$ cat config.mk
export PLATFORM = sky130hd
export DESIGN_NAME = sort_stream_out
export DESIGN_NICKNAME = d
export VERILOG_FILES = /design/src/rtl/sort_stream_out.sv
export SDC_FILE = /design/constraint.sdc
export NUM_CORES = 1
export LEC_CHECK = 0
export ABC_AREA = 1
export CORE_MARGIN = 4
export CORE_UTILIZATION = 35
export CTS_BUF_LIST = sky130_fd_sc_hd__clkbuf_16
export CTS_CLUSTER_DIAMETER = 200
export DETAILED_ROUTE_END_ITERATION = 7
export PLACE_DENSITY = 0.63
export SLEW_MARGIN = 20
export SYNTH_ARGS = -nofsm -noshare
export SYNTH_HDL_FRONTEND = slang
export SYNTH_SLANG_ARGS = --single-unit
$ cat constraint.sdc
create_clock -name clk -period 3.3 [get_ports clk]
set_clock_uncertainty 0.2 [all_clocks]
set_input_delay 0.66 -clock clk [delete_from_list [all_inputs] [get_ports clk]]
set_output_delay 0.66 -clock clk [all_outputs]
set_load 0.01 [all_outputs]
$ cat src/rtl/sort_stream_out.sv
// Output unloader for the sorter: captures a parallel result vector and streams it
// word by word on a valid/ready interface, with one pending slot and a sticky drop flag.
module sort_stream_out #(
  parameter int unsigned DEPTH      = 8,
  parameter int unsigned WIDTH      = 32,
  parameter bit          FIRST_HIGH = 1'b0
) (
  input  logic                     clk,
  input  logic                     rst,
  input  logic                     vec_valid_in,
  input  logic [WIDTH-1:0]         vec_in [DEPTH-1:0],
  output logic [WIDTH-1:0]         out_data,
  output logic                     out_valid,
  input  logic                     out_ready,
  output logic                     out_last,
  output logic [$clog2(DEPTH)-1:0] out_index,
  output logic                     busy,
  input  logic                     clr_overflow,
  output logic                     overflow
);

  localparam int unsigned CW = $clog2(DEPTH);

  typedef enum logic {IDLE, STREAM} state_t;

  state_t           state, state_nxt;
  logic [WIDTH-1:0] active      [DEPTH-1:0];
  logic [WIDTH-1:0] active_nxt  [DEPTH-1:0];
  logic [WIDTH-1:0] pending     [DEPTH-1:0];
  logic [WIDTH-1:0] pending_nxt [DEPTH-1:0];
  logic             pending_full, pending_full_nxt;
  logic [CW-1:0]    cnt, cnt_nxt;
  logic             overflow_nxt;
  logic [CW-1:0]    idx_nxt;
  logic             fire, last_beat;

  assign fire      = out_valid & out_ready;
  assign last_beat = (cnt == CW'(DEPTH - 1));

  // Next-state: buffer hand-off, beat counting and drop detection.
  always_comb begin
    state_nxt        = state;
    active_nxt       = active;
    pending_nxt      = pending;
    pending_full_nxt = pending_full;
    cnt_nxt          = cnt;
    overflow_nxt     = overflow & ~clr_overflow;

    unique case (state)
      IDLE: begin
        if (vec_valid_in) begin
          active_nxt = vec_in;
          cnt_nxt    = '0;
          state_nxt  = STREAM;
        end
      end
      STREAM: begin
        if (fire && last_beat) begin
          cnt_nxt = '0;
          if (pending_full) begin
            active_nxt = pending;
            if (vec_valid_in) begin
              pending_nxt = vec_in;
            end else begin
              pending_full_nxt = 1'b0;
            end
          end else if (vec_valid_in) begin
            active_nxt = vec_in;
          end else begin
            state_nxt = IDLE;
          end
        end else begin
          if (fire) begin
            cnt_nxt = cnt + CW'(1);
          end
          if (vec_valid_in) begin
            if (pending_full) begin
              overflow_nxt = 1'b1;
            end else begin
              pending_nxt      = vec_in;
              pending_full_nxt = 1'b1;
            end
          end
        end
      end
      default: state_nxt = IDLE;
    endcase

    idx_nxt = FIRST_HIGH ? (CW'(DEPTH - 1) - cnt_nxt) : cnt_nxt;
  end

  // State and registered stream outputs, presented from the next-cycle view.
  always_ff @(posedge clk or negedge rst) begin
    if (!rst) begin
      state        <= IDLE;
      active       <= '{default: '0};
      pending      <= '{default: '0};
      pending_full <= 1'b0;
      cnt          <= '0;
      overflow     <= 1'b0;
      out_valid    <= 1'b0;
      out_data     <= '0;
      out_index    <= '0;
      out_last     <= 1'b0;
      busy         <= 1'b0;
    end else begin
      state        <= state_nxt;
      active       <= active_nxt;
      pending      <= pending_nxt;
      pending_full <= pending_full_nxt;
      cnt          <= cnt_nxt;
      overflow     <= overflow_nxt;
      out_valid    <= (state_nxt == STREAM);
      out_data     <= (state_nxt == STREAM) ? active_nxt[idx_nxt] : '0;
      out_index    <= (state_nxt == STREAM) ? idx_nxt : '0;
      out_last     <= (state_nxt == STREAM) && (cnt_nxt == CW'(DEPTH - 1));
      busy         <= (state_nxt == STREAM) | pending_full_nxt;
    end
  end

endmodule
# After elaboration in Yosys (flattened, before gate mapping)
# Index checks and enable logic that the tools add are counted.
# op_classes
eq_ne,5
mux,29
bitwise_logic,5
reduce_logical,4
addsub,1
magnitude_cmp,1
# op_table
cell,count
$mux W256,8
$pmux W256 S2,1
$bmux W32 S3,1
$mux W32,2
$mux W3,4
$mux W1,11
$eq A3 B3 Y1 const B,2
$pmux W3 S2,1
$reduce_and A5 Y1,1
$lt A3 B4 Y1 const B,1
$ne A2 B2 Y1 const B,2
$add A3 B1 Y3 const B,1
$and A1 B1 Y1,2
$logic_and A1 B1 Y1,2
$ne A2 B1 Y1 const B,1
$not A1 Y1,2
$pmux W1 S2,1
$reduce_bool A2 Y1,1
$or A1 B1 Y1,1
# word_totals
in_bits,261
elab_cells,69
reg_bits,555
output_inout_bits,39

# Depth between registers and ports, before layout
# logic_depth
depth_word,7
mapped_depth,15
ltp_nobuf,13

# Worst setup path before layout
# OpenSTA, ideal clock, no wires.
# synth_timing
path_type,reg-to-reg
start,reg cnt[0]
end,reg out_data[17]
arrival_ps,2091
path_buffers,2
setup_ps,113
slack_ps,896
required_time_ps,2987
period_less_slack_ps,2404
stages_incl_launch_ff,15
cell_sequence,dfrtp_1 > ha_1 > ha_1 > nand3_1 > clkbuf_1 > clkbuf_1 > nand3_1 > nand2_1 > inv_1 > nand3_1 > nand3_1 > nand3_1 > nand2_1 > nand2_1 > inv_1
# synth_between
elab_chain_len,7
word_cells_on_any_way,14
classes_between,add/sub (1); eq/ne (1); mux (11); reduce/logical (1)
# synth_lines
item,line,text
start: declaration,32,"logic [CW-1:0] cnt, cnt_nxt;"
start signal: assignment,111,cnt <= cnt_nxt;
$add A3 B1 Y3 or $eq A3 B3 Y1 (tied branches),"74, 38",
$mux W3 or $logic_and A1 B1 Y1 (tied branches),"73, 58",
$mux W3 or $mux W256 (tied branches),58,if (fire && last_beat) begin
$pmux W3 S2 or $pmux W256 S2 (tied branches),49,unique case (state)
$bmux W32 S3,114,out_data <= (state_nxt == STREAM) ? active_nxt[idx_nxt] : '0;
$mux W32 (implied by the code),114,
$mux W32 *,114,
end signal: assignment,114,
end: declaration,12,"output logic [WIDTH-1:0] out_data,"
# Every way passes the cells marked *; elsewhere a longest branch is shown, timed or not. The select of a mux whose other input is x is not followed.
# A chain may end at the register's enable or synchronous reset.

# Final worst setup path
# layout_timing
start,reg cnt[0]
end,reg out_data[0]
# Same word-level chain as after synthesis.

==> metrics.md <==
| Metric | Value |
|---|---|
| Input/output buffers | 299 |
| Switching part of the total | ~40% |
| Cell types with the largest area share after synthesis | sky130_fd_sc_hd__dfrtp_1 44%, sky130_fd_sc_hd__nand2_1 16%, sky130_fd_sc_hd__inv_1 7.0% |
| PD cells | between 800 and 900 mW/mm^2 |
| Synth Net Count | 4651 |
| Drt total wl | around 110 mm |
| RSZ-0062 raised after global routing | false |
| Core Region | between 0.08 and 0.09 mm^2 |
| FILL cells | 8773 |
| Fin Hold WS | 0.284 ns |
| Number of levels in the clock H-tree | 3 |
| Worst Path Max Fanout | 34 |
| Largest net degree at the start of global routing | 116 |
| GP Congestion | 0.893 |
| Die Span Y | around 310 um |
| Critical path start-end classification | reg -> reg |
| First-pass iteration count of the detailed router | 6 |
| Final Critical Period | 3.13 ns |
| Switch Pwr | ~13 mW |
| Worst Path Arrival | approximately 3.4 ns |
| Top FF cell, synth | sky130_fd_sc_hd__dfrtp_1 |
| HPWL reported at the end of detailed placement | 79.9 mm |
| Clk sinks | between 500 and 600 |
| Number of hold violations in the final report | 0 |
| Type of origin of the critical path | register |
| FF/Latch Area | ~0.014 mm^2 |
| Vias in the first global route | about 29000 |
| Ys Warns | 0 |
| Highest attainable clock frequency | roughly 320 MHz |
| Fraction of layout instances using a drive strength above 1 | 9.75% |
| Transition time at the pin with the least slew margin | 0.640 ns |
| Share of total power in combinational logic | 42.2% |
| CTS buffer count | 68 |
| Synth-to-layout area growth | 24.4% |
| Area leader, netlist | sky130_fd_sc_hd__dfrtp_1 |
| Worst IR Drop VDD | 0.488 mV |
| #FFs+latches synth | 555 |
| Total area of multi-input combinational cells | 0.0141 mm^2 |
| Count of flip-flops with a built-in enable after synthesis | 0 |
| Power after layout | 32.4 mW |
| Kind of end point of the critical path | register |
| Total grt overflow | 0 |
| DIE AREA | 0.0940 mm^2 |
| Post-Syn Instances | 4388 |
| Highest-count cells in the layout ignoring fill and taps | 1358 x sky130_fd_sc_hd__nand2_1, 590 x sky130_fd_sc_hd__inv_1, 553 x sky130_fd_sc_hd__dfrtp_1 |
| Drc violations | 0 |
| Average cell area after synthesis | 7.11 um^2 |
| Worst hold path type | reg -> reg |
| Final setup margin | approximately 0.17 ns |
| Starting DRT DRC Count | 2526 |
| Antenna violations before repair | 11 |
| Avg Vias per Cell | 5.05 |
| Max-slew headroom | 57.3% |
| Share of async-settable or async-resettable flops after synthesis | 100% |
| Share of total power in the clock network | 22.1% |
| Clock tree from TritonCTS | yes |
| Part of the Yosys area used for sequential elements | 44.5% |
| Chip Width | 307 um |
| Max Slew Vio Count | 0 |
| Number of failing setup endpoints in the final timing report | 0 |
| Status | finished clean |
| All-Layer GR Usage | a little under a quarter |
| Post-layout net count | between 4000 and 5000 |
| Netlist area before placement | about 0.031 mm^2 |
| Critical-path cell with the highest stage delay | sky130_fd_sc_hd__o221ai_1 |
| Detailed-route via count | 29800 |
| Top cell type's share of synthesized area | 44.5% |
| Final critical-path share of the clock period | 94.7% |
| Number of standard-cell rows in the floorplan | between 100 and 150 |
| Clock transition at the registers of the reported paths | approximately 0.06 ns |
| Wire length of the first global-routing pass | 174 mm |
| Data required time of the worst path | 3.61 ns |
| Effective utilization at floorplan | between 30% and 40% |
| Clock latency of the later-clocked register in the worst-skew pair | roughly 0.62 ns |
| Root buffer cell | sky130_fd_sc_hd__clkbuf_16 |
| Number of distinct standard cells referenced by the synthesized netlist | 32 |
| Crit-path cells | ha_1 -> ha_1 -> nand3_4 -> nand2_2 -> nand2_4 -> buf_12 -> o221ai_1 -> nand2_1 -> nand3_1 -> nand2_1 |
| Internal power summed over all cells | ~20 mW |
| Commonest non-fill, non-tap cell in the layout | sky130_fd_sc_hd__nand2_1 |
| Ports placed on the boundary | 300 |
| Clock Tree Buf Depth | 3 |
| Sequential cell fraction of total power | 35.7% |
| Leakage component of the power | 19.9 nW |
| Max-capacitance violation count | 0 |
| Post-route ant nets | 0 |
| Average wire length per cell after detail routing | 19.3 um |
| Crit path largest cell delay | 0.53 ns |
| Post-CTS setup buffer count | 0 |
| Placement Setup Slack | -0.284 ns |
==> layout make-up <==
class                           instances  area share [%]
Timing Repair Buffer                  488            13.2
Sequential cell                       555            35.8
Multi-Input combinational cell       2985            36.2
Clock buffer                           70            4.51
Tap cell                             1165            3.76
Clock inverter                         46           0.803
Antenna cell                            7          0.0451
Inverter                              584            5.68
==> critical path, delay by kind of cell (launching register included) <==
| family | cells | cell delay (ns) |
|---|---|---|
| adders and majority gates | 2 | 0.47 |
| DFF | 1 | 0.43 |
| buffers and inverters | 1 | 0.26 |
| and+or+nand+nor | 6 | 1.10 |
| AOI/OAI and AO/OA | 1 | 0.53 |
==> stage by stage <==
| stage | util, % | TNS [ns] | instance area (um^2) | instances |
|---|---|---|---|---|
| 2_1_floorplan | - | 0 | 31200 | 4388 |
| 3_3_place_gp | 41.6 | -0.446 | 36700 | 5776 |
| 3_5_place_dp | 41.6 | -0.403 | 36700 | 5776 |
| 4_1_cts | 43.9 | 0 | 38800 | 5893 |
| 5_1_grt | 43.9 | 0 | 38800 | 5895 |
| 6_report | 43.9 | 0 | 38800 | 5900 |
==> power by group through the flow <==
stage | Combinational (mW) | Sequential [mW] | Clock, mW
final | 13.7 | 11.6 | 7.15
after global placement | 13.4 | 11.5 | 0
after detailed placement | 13.6 | 11.6 | 0
after floorplan | 8.30 | 11.1 | 0
after global routing | 15.3 | 11.9 | 7.56
after CTS | 13.6 | 11.5 | 7.28
==> flip-flops by register name, summed over array words and instances (netlist names) <==
signal and count:
active 256, pending 256, out_data 32, cnt 3, out_index 3, busy 1
out_last 1, overflow 1, pending_full 1, state 1
==> cell usage after synthesis, types with 3 or more instances <==
cell type / count
sky130_fd_sc_hd__and3_1: 22
sky130_fd_sc_hd__o21ai_0: 334
sky130_fd_sc_hd__and2_1: 13
sky130_fd_sc_hd__o221ai_1: 10
sky130_fd_sc_hd__buf_2: 106
sky130_fd_sc_hd__buf_4: 7
sky130_fd_sc_hd__mux2_1: 3
sky130_fd_sc_hd__a21oi_1: 162
sky130_fd_sc_hd__nand2_1: 1361
sky130_fd_sc_hd__a31oi_1: 32
sky130_fd_sc_hd__inv_2: 3
sky130_fd_sc_hd__buf_1: 34
sky130_fd_sc_hd__clkbuf_1: 117
sky130_fd_sc_hd__or2_2: 32
sky130_fd_sc_hd__nand3_1: 340
sky130_fd_sc_hd__nor2_1: 409
sky130_fd_sc_hd__nand4_1: 22
sky130_fd_sc_hd__o211ai_1: 29
sky130_fd_sc_hd__o22ai_1: 12
sky130_fd_sc_hd__mux2_2: 130
sky130_fd_sc_hd__inv_1: 580
sky130_fd_sc_hd__dfrtp_1: 555
sky130_fd_sc_hd__o21ai_1: 20
sky130_fd_sc_hd__nand3b_1: 44
==> routing by layer <==
layer / routed length, um / global-route usage [%] / vias up / share of wire [%]
li1: - / - / 14400 / -
met1: 48000 / 32.1 / 14100 / 42
met2: 52700 / 38.2 / 1082 / 46
met5: 45 / 0 / - / 0.040
met3: 8550 / 4.34 / 196 / 7.5
met4: 4620 / 9.55 / 8 / 4.1
==> final timing paths <==
check / from / end / slack (ns) / cells after the start
setup / recovery: cnt[0]$_DFF_PN0_ / out_data[0]$_DFF_PN0_ / 0.17 / 10
min in group asynchronous: rst / out_data[24]$_DFF_PN0_ / 0.43 / 2
max in group asynchronous: rst / pending[167]$_DFFE_PN0P_ / 1.61 / 3
setup reg to reg: cnt[0]$_DFF_PN0_ / out_data[0]$_DFF_PN0_ / 0.17 / 10
hold / removal: pending[187]$_DFFE_PN0P_ / pending[187]$_DFFE_PN0P_ / 0.28 / 2
hold reg to reg: pending[187]$_DFFE_PN0P_ / pending[187]$_DFFE_PN0P_ / 0.28 / 2
==> logic make-up (layout without fill, tap and decap cells) <==
group	after synthesis	after routing	synth area share (%)
simple gates	2247	2247	29.7
buf+inv	848	1188	10.7
compound gates	603	603	10.2
flops	555	555	44.5
mux	133	133	4.80
fa+ha+maj	2	2	0.0802
other cells	0	7	0
==> repair_timing <==
action	CTS	global route
hold endpoints to repair	38	0
gates resized for setup	0	0
hold buffers	1	0
Note: power is estimated with default switching activity, not from simulation.
